### config.mk
export PLATFORM = sky130hd
export DESIGN_NAME = product_accumulator
export DESIGN_NICKNAME = d
export VERILOG_FILES = /design/src/rtl/product_accumulator.sv
export SDC_FILE = /design/constraint.sdc
export NUM_CORES = 1
export LEC_CHECK = 0
export BUFFER_PORTS_ARGS = -buffer_cell sky130_fd_sc_hd__buf_2
export CORE_ASPECT_RATIO = 1.2
export CORE_MARGIN = 1.5
export CORE_UTILIZATION = 55
export DETAILED_ROUTE_END_ITERATION = 8
export GPL_ROUTABILITY_DRIVEN = 0
export PLACE_DENSITY_LB_ADDON = 0.25
export RECOVER_POWER = 25
export SLEW_MARGIN = 20
export SYNTH_ARGS = -nofsm -noshare
export SYNTH_HDL_FRONTEND = slang
export SYNTH_SLANG_ARGS = --single-unit
### constraint.sdc
create_clock -name clk -period 2.61 [get_ports clk]
set_input_delay 0.522 -clock clk [delete_from_list [all_inputs] [get_ports clk]]
set_output_delay 0.522 -clock clk [all_outputs]
set_load 0.005 [all_outputs]
### src/rtl/product_accumulator.sv
// Accumulates LEN unsigned 8-bit products per frame and presents the frame sum
// with a sticky carry-out flag through a valid/ready handshake.
module product_accumulator #(
    parameter int LEN   = 4,
    parameter int ACC_W = 12
) (
    input  logic             clk,
    input  logic             rst_n,
    input  logic             in_valid,
    output logic             in_ready,
    input  logic [7:0]       product,
    output logic             out_valid,
    input  logic             out_ready,
    output logic [ACC_W-1:0] sum,
    output logic             ovf
);

    localparam int SUM_W = ACC_W + 1;
    localparam int CNT_W = 5;
    localparam logic [CNT_W-1:0] LAST = CNT_W'(LEN - 1);

    typedef enum logic {
        ACCUM = 1'b0,
        HOLD  = 1'b1
    } state_t;

    state_t             state_q, state_d;
    logic [ACC_W-1:0]   acc_q, acc_d;
    logic [CNT_W-1:0]   cnt_q, cnt_d;
    logic               ovf_int_q, ovf_int_d;
    logic [ACC_W-1:0]   sum_q, sum_d;
    logic               ovf_q, ovf_d;
    logic [SUM_W-1:0]   add_w;

    // The extra top bit of add_w is the carry out of the ACC_W-bit accumulator.
    assign add_w = {1'b0, acc_q} + SUM_W'(product);

    always_ff @(posedge clk or negedge rst_n) begin
        if (!rst_n) begin
            state_q   <= ACCUM;
            acc_q     <= '0;
            cnt_q     <= '0;
            ovf_int_q <= 1'b0;
            sum_q     <= '0;
            ovf_q     <= 1'b0;
        end else begin
            state_q   <= state_d;
            acc_q     <= acc_d;
            cnt_q     <= cnt_d;
            ovf_int_q <= ovf_int_d;
            sum_q     <= sum_d;
            ovf_q     <= ovf_d;
        end
    end

    always_comb begin
        state_d   = state_q;
        acc_d     = acc_q;
        cnt_d     = cnt_q;
        ovf_int_d = ovf_int_q;
        sum_d     = sum_q;
        ovf_d     = ovf_q;
        case (state_q)
            ACCUM: begin
                if (in_valid) begin
                    if (cnt_q == LAST) begin
                        // Closing transfer: publish the sum and restart the frame on the same edge.
                        sum_d     = add_w[ACC_W-1:0];
                        ovf_d     = ovf_int_q | add_w[ACC_W];
                        acc_d     = '0;
                        cnt_d     = '0;
                        ovf_int_d = 1'b0;
                        state_d   = HOLD;
                    end else begin
                        acc_d     = add_w[ACC_W-1:0];
                        cnt_d     = cnt_q + CNT_W'(1);
                        ovf_int_d = ovf_int_q | add_w[ACC_W];
                    end
                end
            end
            HOLD: begin
                if (out_ready) begin
                    state_d = ACCUM;
                end
            end
            default: state_d = ACCUM;
        endcase
    end

    assign in_ready  = (state_q == ACCUM);
    assign out_valid = (state_q == HOLD);
    assign sum       = sum_q;
    assign ovf       = ovf_q;

endmodule

Yosys cells after proc, flatten, opt, wreduce, memory -nomap -nowiden
Index checks and enable logic that the tools add are counted.
{"block": "word_totals", "input_bits": 12, "regBits": 32, "out_inout_bits": 15, "wordCells": 20}
{"block": "op_classes", "bitwise": 2, "n_reduce_logical": 2, "eq_ne": 1, "muxes": 7, "n_addsub": 2}
{"cell": "$add 12x8->13", "n": 1}
{"cell": "$mux 12", "n": 1}
{"cell": "$add 5x1->5 const B", "n": 1}
{"cell": "$eq 5x2->1 const B", "n": 1}
{"cell": "$mux 5", "n": 1}
{"cell": "$mux 1", "n": 4}
{"cell": "$reduce_and 3->1", "n": 1}
{"cell": "$pmux 1 s2", "n": 1}
{"cell": "$reduce_and 2->1", "n": 1}
{"cell": "$not 1->1", "n": 1}
{"cell": "$or 1x1->1", "n": 1}

Logic depth before layout (Yosys ltp)
{"block": "logic_depth", "depth_word": 4, "mapped_depth": 7, "depth_no_buf": 7}

Worst setup path after synthesis
No wires, ideal clock.
{"block": "synth_timing", "kind": "in2reg", "from": "in product[0]", "to": "reg acc_q[6]", "path_buffers": 0, "arrival_time_ns": 1.946, "slack_ns": 0.543, "t_required_ns": 2.489, "path_stages": 6, "setup_ns": 0.121, "path_cell_list": "ha_1 > fa_1 > a211oi_1 > o21ai_0 > xor2_1 > a22o_1"}
{"block": "synth_between", "elab_chain_len": 2}
{"element": "start, declared", "line_no": "11", "source": "input logic [7:0] product,"}
{"element": "$add 12x8->13", "line_no": "36", "source": "assign add_w = {1'b0, acc_q} + SUM_W'(product);"}
{"element": "$mux 12", "line_no": "66", "source": "if (cnt_q == LAST) begin"}
{"element": "end signal, assigned", "line_no": "41", "source": "acc_q <= '0;"}
{"element": "end signal, assigned", "line_no": "48", "source": "acc_q <= acc_d;"}
{"element": "end, declared", "line_no": "28", "source": "logic [ACC_W-1:0] acc_q, acc_d;"}
Every way passes these cells.
A chain may end at the register's enable or synchronous reset.

Final worst setup path
{"block": "layout_timing", "from": "reg cnt_q[0]", "to": "reg sum_q[3], in the netlist sum[3]"}
{"block": "layout_between", "elab_chain_len": 2}
{"element": "start, declared", "line_no": "29", "source": "logic [CNT_W-1:0] cnt_q, cnt_d;"}
{"element": "start signal, assigned", "line_no": "49", "source": "cnt_q <= cnt_d;"}
{"element": "$eq 5x2->1", "line_no": "66"}
{"element": "$reduce_and 3->1 (no source line)"}
{"element": "end signal, assigned", "line_no": "51", "source": "sum_q <= sum_d;"}
{"element": "end, declared", "line_no": "31", "source": "logic [ACC_W-1:0] sum_q, sum_d;"}
Every way passes these cells.

==> results.sh <==
export IMPL_drt_iter0_drc=30
export IMPL_setup_viol=0
export IMPL_peakVddDrop_uv=688
export IMPL_multi_input_area_sq_um=826
export IMPL_hold_violations=0
export IMPL_rr_worst_depth=6
export IMPL_avgSynthCellArea_sq_um=10.4
export IMPL_track_usage_pct=22.9
export IMPL_drive_gt1_share_pct=22.4
export IMPL_hp_class="in -> reg"
export IMPL_seq_power_share_pct=37.2
export IMPL_syn_inst=160
export IMPL_ys_seq_area_share_pct=48.3
export IMPL_die_area_sq_um=3350
export IMPL_p_int_mw=1.36
export IMPL_synth_top_area_share_pct=48.3
export IMPL_fmax_mhz=478
export IMPL_grt_pass1_vias=1280
export IMPL_finalPower_mw=2.26
export IMPL_vias=1299
export IMPL_ys_types=38
export IMPL_diodes=0
export IMPL_r2r_slack_ns=0.52
export IMPL_routed_wl_um=3380
export IMPL_vias_per_cell=5.75
export IMPL_critical_path_arrival_ns=2.31
export IMPL_maxCapViolations=1
export IMPL_cts_hold_buf=0
export IMPL_p_comb_share_pct=46.1
export IMPL_cts_tree="built"
export IMPL_regArea_sq_um=801
export IMPL_fin_crit_sh_pct=80.1
export IMPL_required_ns=2.83
export IMPL_core_sq_um=2840
export IMPL_clock_power_share_pct=16.7
export IMPL_cts_resized=0
export IMPL_dieWidth_um=53.1
export IMPL_fin_util_pct=67.1
export IMPL_skew_ns=0.0157
export IMPL_synth_nets=182
export IMPL_yosysWarnings=0
export IMPL_post_cts_buffers=0
export IMPL_status="complete, but fails checks"
export IMPL_fin_tns_setup_ns=0
export IMPL_remaining_drc_errors=0
export IMPL_fin_crit_ns=2.09
export IMPL_std_cell_rows=21
export IMPL_grt_pass1_wl_um=5590
export IMPL_antenna_left=0
export IMPL_endpoint_kind="register"
export IMPL_leakage_nw=0.894
export IMPL_yosysTopAreaCell="dfrtp_1"
export IMPL_synth_area_leaders="dfrtp_1, ha_1, nand2_1"
export IMPL_antenna_found_initial=0
export IMPL_grt_max_degree=33
export IMPL_synth_edf_count=0
export IMPL_port_buffers=26
export IMPL_synth_area_sq_um=1660
export IMPL_cts_clk_slew_worst_paths_ns=0.11
export IMPL_yosys_register_bits=32
export IMPL_cts_buffers=5
export IMPL_rsz0062_at_grt="no"
export IMPL_synthFlopType="dfrtp_1"
export IMPL_worst_path_max_fanout=16
export IMPL_critPathLaunchType="register"
export IMPL_wl_per_cell_um=15.0
export IMPL_overflow=0
export IMPL_htreeDepth=2
export IMPL_finalNetCount=213
export IMPL_drt_pass1_iterations=4
export IMPL_switchingPower_mw=0.895
export IMPL_worstMarginPinSlew_ns=1.67
export IMPL_p_sw_share_pct=39.6
export IMPL_async_flop_share_pct=100
export IMPL_slew_headroom_pct=-11.1
export IMPL_root_buffer="clkbuf_4"
export IMPL_dpl_hpwl_um=2410
export IMPL_io_pins=27
export IMPL_powerDensity_nw_per_um2=1190
export IMPL_hold_depth=2
export IMPL_clock_sinks=32
export IMPL_violations="capacitance limit, slew limit"
export IMPL_fp_dieH_um=63.1
export IMPL_crit_type="reg -> reg"
export IMPL_nFillCells=231
export IMPL_areaGrowthSynthToFinish_pct=14.9
export IMPL_slew_viol_final=33
export IMPL_start_util_pct=58.4
export IMPL_clock_path_buffers=2
export IMPL_clock_latency_ns=0.34
==> sequential cells by signal (all words and copies together) (netlist names) <==
register and cells:
cnt_q 5, ovf 1, sum 12, acc_q 12
out_valid 1, ovf_int_q 1
==> per-layer routing <==
| layer | global-route usage, % | share of wire [%] | up-vias |
|---|---|---|---|
| met5 | 0 | 0 | - |
| met4 | 10.6 | 2.4 | 0 |
| met3 | 6.64 | 3.5 | 8 |
| met2 | 37.5 | 50 | 27 |
| met1 | 26.8 | 45 | 637 |
| li1 | - | - | 627 |
==> critical path, stage by stage (launching register included) <==
cell and delay, ns:
dfrtp_1 0.42, ha_1 0.22, nor4b_4 0.28, nor2_2 0.05, buf_4 0.20, nor2_2 0.42
mux2_2 0.39
==> final timing paths <==
| kind | from | end |
|---|---|---|
| setup / recovery | cnt_q[0] | sum[3] |
| hold / removal | out_ready | out_valid |
| setup reg to reg | cnt_q[0] | sum[3] |
| hold reg to reg | sum[1] | sum[1] |
| max in group asynchronous | rst_n | cnt_q[1] |
| min in group asynchronous | rst_n | acc_q[10] |
==> per-stage QoR <==
step           hold WS [ns]  std cells  setup WS [ns]  area (sq um)
2_1_floorplan         0.226        160          0.543          1660
4_1_cts               0.232        226          0.512          1910
3_5_place_dp          0.461        218          0.312          1830
3_3_place_gp          0.452        218          0.318          1830
6_report              0.346        226          0.519          1900
5_1_grt               0.330        226          0.380          1900
==> layout by cell type (no fill, tap or decap), types with 2 or more instances in the layout <==
master	count
nand2b_1	2
clkbuf_1	2
a22o_1	9
a31oi_1	2
o211ai_1	2
inv_1	4
a21oi_1	9
clkbuf_4	5
buf_2	25
ha_1	9
nand2_1	30
o21ai_0	10
nor2_1	8
xnor2_1	5
buf_4	2
xor2_1	8
nand4_1	3
dfrtp_1	32
nor2_2	2
==> power groups by stage <==
stage / clock network (mW) / logic, mW / registers (mW)
after floorplan: 0 / 0.755 / 0.833
after global placement: 0 / 1.01 / 0.833
after detailed placement: 0 / 1.04 / 0.848
after CTS: 0.390 / 1.05 / 0.841
after global routing: 0.410 / 1.16 / 0.867
final: 0.376 / 1.04 / 0.841
==> cell type report <==
class | instances | share of cell area [%]
multi-input combinational | 120 | 43.4
timing repair buffer | 28 | 7.56
clock inverter | 2 | 1.84
inverter | 4 | 0.788
tap | 34 | 2.23
clock buffer | 6 | 2.17
sequential | 32 | 42.0
==> cells in the mapped netlist, types with 2 or more instances <==
library cell / number
xnor2_1: 5
dfrtp_1: 32
xor2_1: 8
o21ai_0: 10
nor2_1: 8
clkbuf_1: 3
nand2b_1: 2
nor2_2: 2
inv_1: 4
nand2_1: 30
a31oi_1: 2
a22o_1: 9
a21oi_1: 9
o211ai_1: 2
nand4_1: 3
ha_1: 9
==> logic make-up after synthesis <==
| logic type | share of synthesized area [%] |
|---|---|
| buffers and inverters | 1.89 |
| and+or+nand+nor | 15.8 |
| muxes | 2.19 |
| DFF | 48.3 |
| adders and majority gates | 8.00 |
| xor gates and xnor gates | 6.87 |
| AOI/OAI and AO/OA | 16.9 |
(Power assumes the default switching activity.)
